<file path="config.mk">
export PLATFORM = sky130hd
export DESIGN_NAME = mult_accumulator
export DESIGN_NICKNAME = d
export VERILOG_FILES = /design/src/rtl/mult_pkg.sv /design/src/rtl/cla_adder.sv /design/src/rtl/mult_accumulator.sv
export SDC_FILE = /design/constraint.sdc
export NUM_CORES = 1
export LEC_CHECK = 0
export CORE_MARGIN = 2
export CORE_UTILIZATION = 29
export DETAILED_ROUTE_END_ITERATION = 10
export PLACE_DENSITY_LB_ADDON = 0.12
export SYNTH_ARGS = -nofsm -noshare
export SYNTH_HDL_FRONTEND = slang
export SYNTH_SLANG_ARGS = --single-unit
</file>
<file path="constraint.sdc">
create_clock -name clk -period 9.1 [get_ports clk]
set_input_delay 0.91 -clock clk [delete_from_list [all_inputs] [get_ports clk]]
set_output_delay 0.91 -clock clk [all_outputs]
set_load 0.01 [all_outputs]
</file>
<file path="src/rtl/mult_pkg.sv">
// Shared state encodings and default widths for the product accumulator.
package mult_pkg;
  typedef enum logic [1:0] {
    S_IDLE  = 2'd0,
    S_ACCUM = 2'd1,
    S_HOLD  = 2'd2
  } state_t;

  localparam int P_WID_D   = 64;
  localparam int ACC_WID_D = 72;
  localparam int CNT_WID_D = 8;
endpackage

</file>
<file path="src/rtl/cla_adder.sv">
// N-bit adder built from 4-bit carry-lookahead groups; group carries ripple.
module cla_adder #(
  parameter int N = 72
) (
  input  logic [N-1:0] a,
  input  logic [N-1:0] b,
  input  logic         cin,
  output logic [N-1:0] s,
  output logic         cout
);
  localparam int GRP = 4;

  logic [N-1:0] g, p;
  logic [N:0]   c;
  logic         gg, pp;

  assign g = a & b;
  assign p = a ^ b;

  // Each bit's carry is expanded back to the start of its group, so only the
  // group-entry carry travels serially.
  always_comb begin
    c    = '0;
    gg   = 1'b0;
    pp   = 1'b0;
    c[0] = cin;
    for (int i = 0; i < N; i++) begin
      gg = g[i];
      pp = p[i];
      for (int j = i - 1; j >= i - (i % GRP); j--) begin
        gg = gg | (pp & g[j]);
        pp = pp & p[j];
      end
      c[i+1] = gg | (pp & c[i - (i % GRP)]);
    end
  end

  assign s    = p ^ c[N-1:0];
  assign cout = c[N];
endmodule

</file>
<file path="src/rtl/mult_accumulator.sv">
// Sums a burst of unsigned products into a wide accumulator with term count and
// sticky overflow. Define MULT_ACC_SAT_EN to clamp the sum at all-ones on overflow.
module mult_accumulator
  import mult_pkg::*;
#(
  parameter int P_WID   = P_WID_D,
  parameter int ACC_WID = ACC_WID_D,
  parameter int CNT_WID = CNT_WID_D
) (
  input  logic               clk,
  input  logic               rst,
  input  logic               clear,
  input  logic               in_valid,
  output logic               in_ready,
  input  logic [P_WID-1:0]   product,
  input  logic               in_last,
  output logic               out_valid,
  input  logic               out_ready,
  output logic [ACC_WID-1:0] acc_out,
  output logic [CNT_WID-1:0] term_cnt,
  output logic               overflow
);
  state_t               state, state_nx;
  logic                 accept, drain, cout;
  logic [ACC_WID-1:0]   sum, acc_nx;
  logic [CNT_WID-1:0]   cnt_nx;
  logic                 ovf_nx;

  assign in_ready  = !rst && (state != S_HOLD) && !clear;
  assign accept    = in_valid && in_ready;
  assign drain     = (state == S_HOLD) && out_ready;
  assign out_valid = (state == S_HOLD);

  cla_adder #(.N(ACC_WID)) u_add (
    .a    (acc_out),
    .b    (ACC_WID'(product)),
    .cin  (1'b0),
    .s    (sum),
    .cout (cout)
  );

  always_comb begin
    state_nx = state;
    acc_nx   = acc_out;
    cnt_nx   = term_cnt;
    ovf_nx   = overflow;
    // clear outranks both the result handshake and a new term
    if (clear || drain) begin
      state_nx = S_IDLE;
      acc_nx   = '0;
      cnt_nx   = '0;
      ovf_nx   = 1'b0;
    end else if (accept) begin
      state_nx = in_last ? S_HOLD : S_ACCUM;
      ovf_nx   = overflow | cout;
`ifdef MULT_ACC_SAT_EN
      acc_nx   = (overflow || cout) ? '1 : sum;
`else
      acc_nx   = sum;
`endif
      if (term_cnt != '1) cnt_nx = term_cnt + CNT_WID'(1);
    end
  end

  always_ff @(posedge clk or posedge rst) begin
    if (rst) begin
      state    <= S_IDLE;
      acc_out  <= '0;
      term_cnt <= '0;
      overflow <= 1'b0;
    end else begin
      state    <= state_nx;
      acc_out  <= acc_nx;
      term_cnt <= cnt_nx;
      overflow <= ovf_nx;
    end
  end
endmodule

</file>
==> flow_summary.yaml <==
finish:
  syn_to_final_growth_pct: 36.9
  layout.cells.non_filler: 1035
  n_fill_cell: 2030
  mostFrequentLayoutCells: "152 x clkdlybuf4s50_1, 83 x dfrtp_1, 80 x nand2_1"
  mostFrequentLayoutCell: "clkdlybuf4s50_1"
  final-seq-area_sq_um: 2080
  multi_input_area_sq_um: 3660
  layout.nets: 913
  diodes: 0
  drive_above_1_share_pct: 4.58
yosys:
  yosys_warnings: 0
  yosysUniqueCellTypes: 55
  synthFlopType: "dfrtp_1"
  syn_area_sq_um: 5880
  syn_inst: 611
  synth_nets: 764
  ys_top_cells_by_area: "dfrtp_1 35%, ha_1 14%, fa_1 5.4%, nand2_1 5.2%, o21ai_0 5.0%"
  synth-edff-count: 0
  ys_seq_elements: 83
  synth-seq-area-share_pct: 35.3
  synth_top_area_share_pct: 35.3
  avgSynthCellArea_sq_um: 9.62
  async_reset_ff_share_pct: 100
  yosysTopAreaCell: "dfrtp_1"
timing:
  drv_slew: 0
  hold_violations: 0
  fin_skew_ns: 0.00880
  rsz0062_at_grt: "no"
  layout_min_cycle_time_ns: 4.65
  worst_pin_slew_ns: 0.862
  fin_ws_ns: 4.45
  max-slew-margin-rel_pct: 42.5
  max_freq_mhz: 215
  setup_viol: 0
  setup_tns_ns: 0
  whs_ns: 0.499
  min_period_over_period_pct: 51.1
critical_path:
  crit_required_ns: 9.34
  cp.arrival_ns: 4.89
  cp_slowest_stage_delay_ns: 0.63
  cp_max_fo: 6
  crit_chain: "clkdlybuf4s50_1 -> ha_1 -> a21oi_1 -> and4bb_1 -> o2111ai_2 -> a2111oi_4 -> o211ai_2 -> a2111oi_4 -> a211oi_2 -> nor4_2 -> o21ai_0 -> nor2_1 -> ha_1 -> a22o_1"
  critPathLaunchType: "input pin"
  crit_type: "in -> reg"
  end_kind: "flop"
  timing.critical_path.slowest_stage_cell: "a2111oi_4"
clocking:
  cts_resized: 0
  numCtsBuffers: 9
  worstSkewPairLatency_ns: 0.35
  cts_max_level: 3
  post_cts_buffers: 0
  path_clk_slew_ns: 0.07
  cts_root_buf: "clkbuf_16"
  clock-sinks: 83
  clk_path_buf_depth: 2
  hold_buffers: 0
  cts_tree: "built"
placement:
  hpwlAfterDp_microns: 11800
  dp.cells: 1019
  io_buffers: 152
  gp_congestion: 0.824
  dp_worst_setup_slack_ns: 4.09
floorplan:
  die_x_microns: 146
  dieHeight_microns: 146
  dieArea_sq_um: 21400
  num_rows: 52
  core_area_sq_um: 20000
  start_util_pct: 29.3
  io-pin-count: 153
grt:
  grt_pass1_vias: 5290
  grt_usage_pct: 15.7
  grt_overflow: 0
  grt_max_degree: 64
  grt_pass1_wl_microns: 27100
  antenna_found_initial: 1
routing:
  ant_nets: 0
  num_vias: 5078
  via_per_inst: 4.91
  wl_per_cell_microns: 15.6
  first_pass_iters: 4
  drt-total-wl_microns: 16200
  initialDrtViolationCount: 173
  drt_drc_violations_left: 0
hold_path:
  hp-class: "reg -> reg"
power_and_ir_drop:
  p_leak_nw: 3.65
  powerDensity_nw_per_um2: 149
  ir_drop_uv: 88.5
  total_power_mw: 1.20
run:
  cap_viol_max_count: 0
outcome:
  status: "finished, final reports clean"
[Yosys cell counts, types with 2 or more instances]
cell	n
a2111oi_4	2
a211oi_1	2
a21boi_0	2
a21o_1	21
a21oi_1	39
a22o_1	21
a31oi_1	2
a32o_1	4
and3_1	2
and4_1	2
buf_1	2
clkbuf_1	15
dfrtp_1	83
fa_1	16
ha_1	67
inv_1	25
mux2i_1	3
nand2_1	81
nand2b_1	5
nand3_1	9
nand4_1	16
nor2_1	26
nor2b_1	4
nor3_1	5
o211ai_1	2
o21a_1	3
o21ai_0	59
o21ai_1	3
o21bai_1	8
o22ai_1	3
o311ai_0	3
o31ai_1	2
or2_2	3
or3_1	6
or4_1	2
xnor2_1	31
xor2_1	14
[power by group]
part	switching, mW	leakage, nW	internal [mW]	total, mW
clock network	0.164	0.165	0.268	0.432
registers	0.0289	1.13	0.396	0.425
logic	0.172	2.35	0.174	0.346
total	0.364	3.65	0.838	1.20
[cells by family after synthesis]
kind of cell / Yosys count / synth area share [%]
DFF: 83 / 35.3
adders and majority gates: 83 / 19.7
buffers and inverters: 42 / 2.68
AOI/OAI and AO/OA: 185 / 21.1
muxes: 3 / 0.511
and+or+nand+nor: 170 / 14.0
xor gates and xnor gates: 45 / 6.70
[through the flow]
stage | area, sq um | util, %
2_1_floorplan | 5880 | -
3_3_place_gp | 7710 | 38.5
3_5_place_dp | 7710 | 38.5
4_1_cts | 8050 | 40.2
5_1_grt | 8050 | 40.2
6_report | 8050 | 40.2
[critical path: cells and delay by family]
kind / cells / cell delay (ns)
fa+ha+maj: 2 / 0.53
simple gates: 3 / 0.84
compound gates: 8 / 2.14
buf+inv: 1 / 0.47
[flip-flops by register name, indices dropped and copies added, names as in the netlist]
signal    flops
state         2
acc_out      72
term_cnt      8
overflow      1
[area by class of cell]
cell class,instances,share of cell area (%)
multi-input cells,486,45.4
flip-flops and latches,83,25.8
repair buffers,155,19.2
well taps,270,4.20
clock buffers,9,2.80
clock inverters,7,1.45
inverters,25,1.18
[metal layers]
metal / share of wire [%] / routed length, microns / GRT usage [%] / vias up
li1: - / - / - / 2505
met3: 6.5 / 1060 / 5.16 / 13
met5: 0.099 / 16 / 0 / -
met4: 0.93 / 150 / 3.16 / 2
met1: 47 / 7530 / 20.4 / 2437
met2: 46 / 7430 / 25.6 / 121
[path summary, 6_finish.rpt]
path / from / end / slack, ns / depth (start not counted)
max reg2reg: acc_out[5]$_DFFE_PP0P_ / acc_out[68]$_DFFE_PP0P_ / 5.03 / 13
min in group asynchronous: rst / acc_out[55]$_DFFE_PP0P_ / 0.93 / 2
min reg2reg: state[1]$_DFFE_PP0P_ / state[1]$_DFFE_PP0P_ / 0.50 / 1
max in group asynchronous: rst / acc_out[21]$_DFFE_PP0P_ / 7.01 / 3
max: product[1] / acc_out[68]$_DFFE_PP0P_ / 4.45 / 14
min: state[1]$_DFFE_PP0P_ / state[1]$_DFFE_PP0P_ / 0.50 / 1
Note: power is estimated with default switching activity, not from simulation.
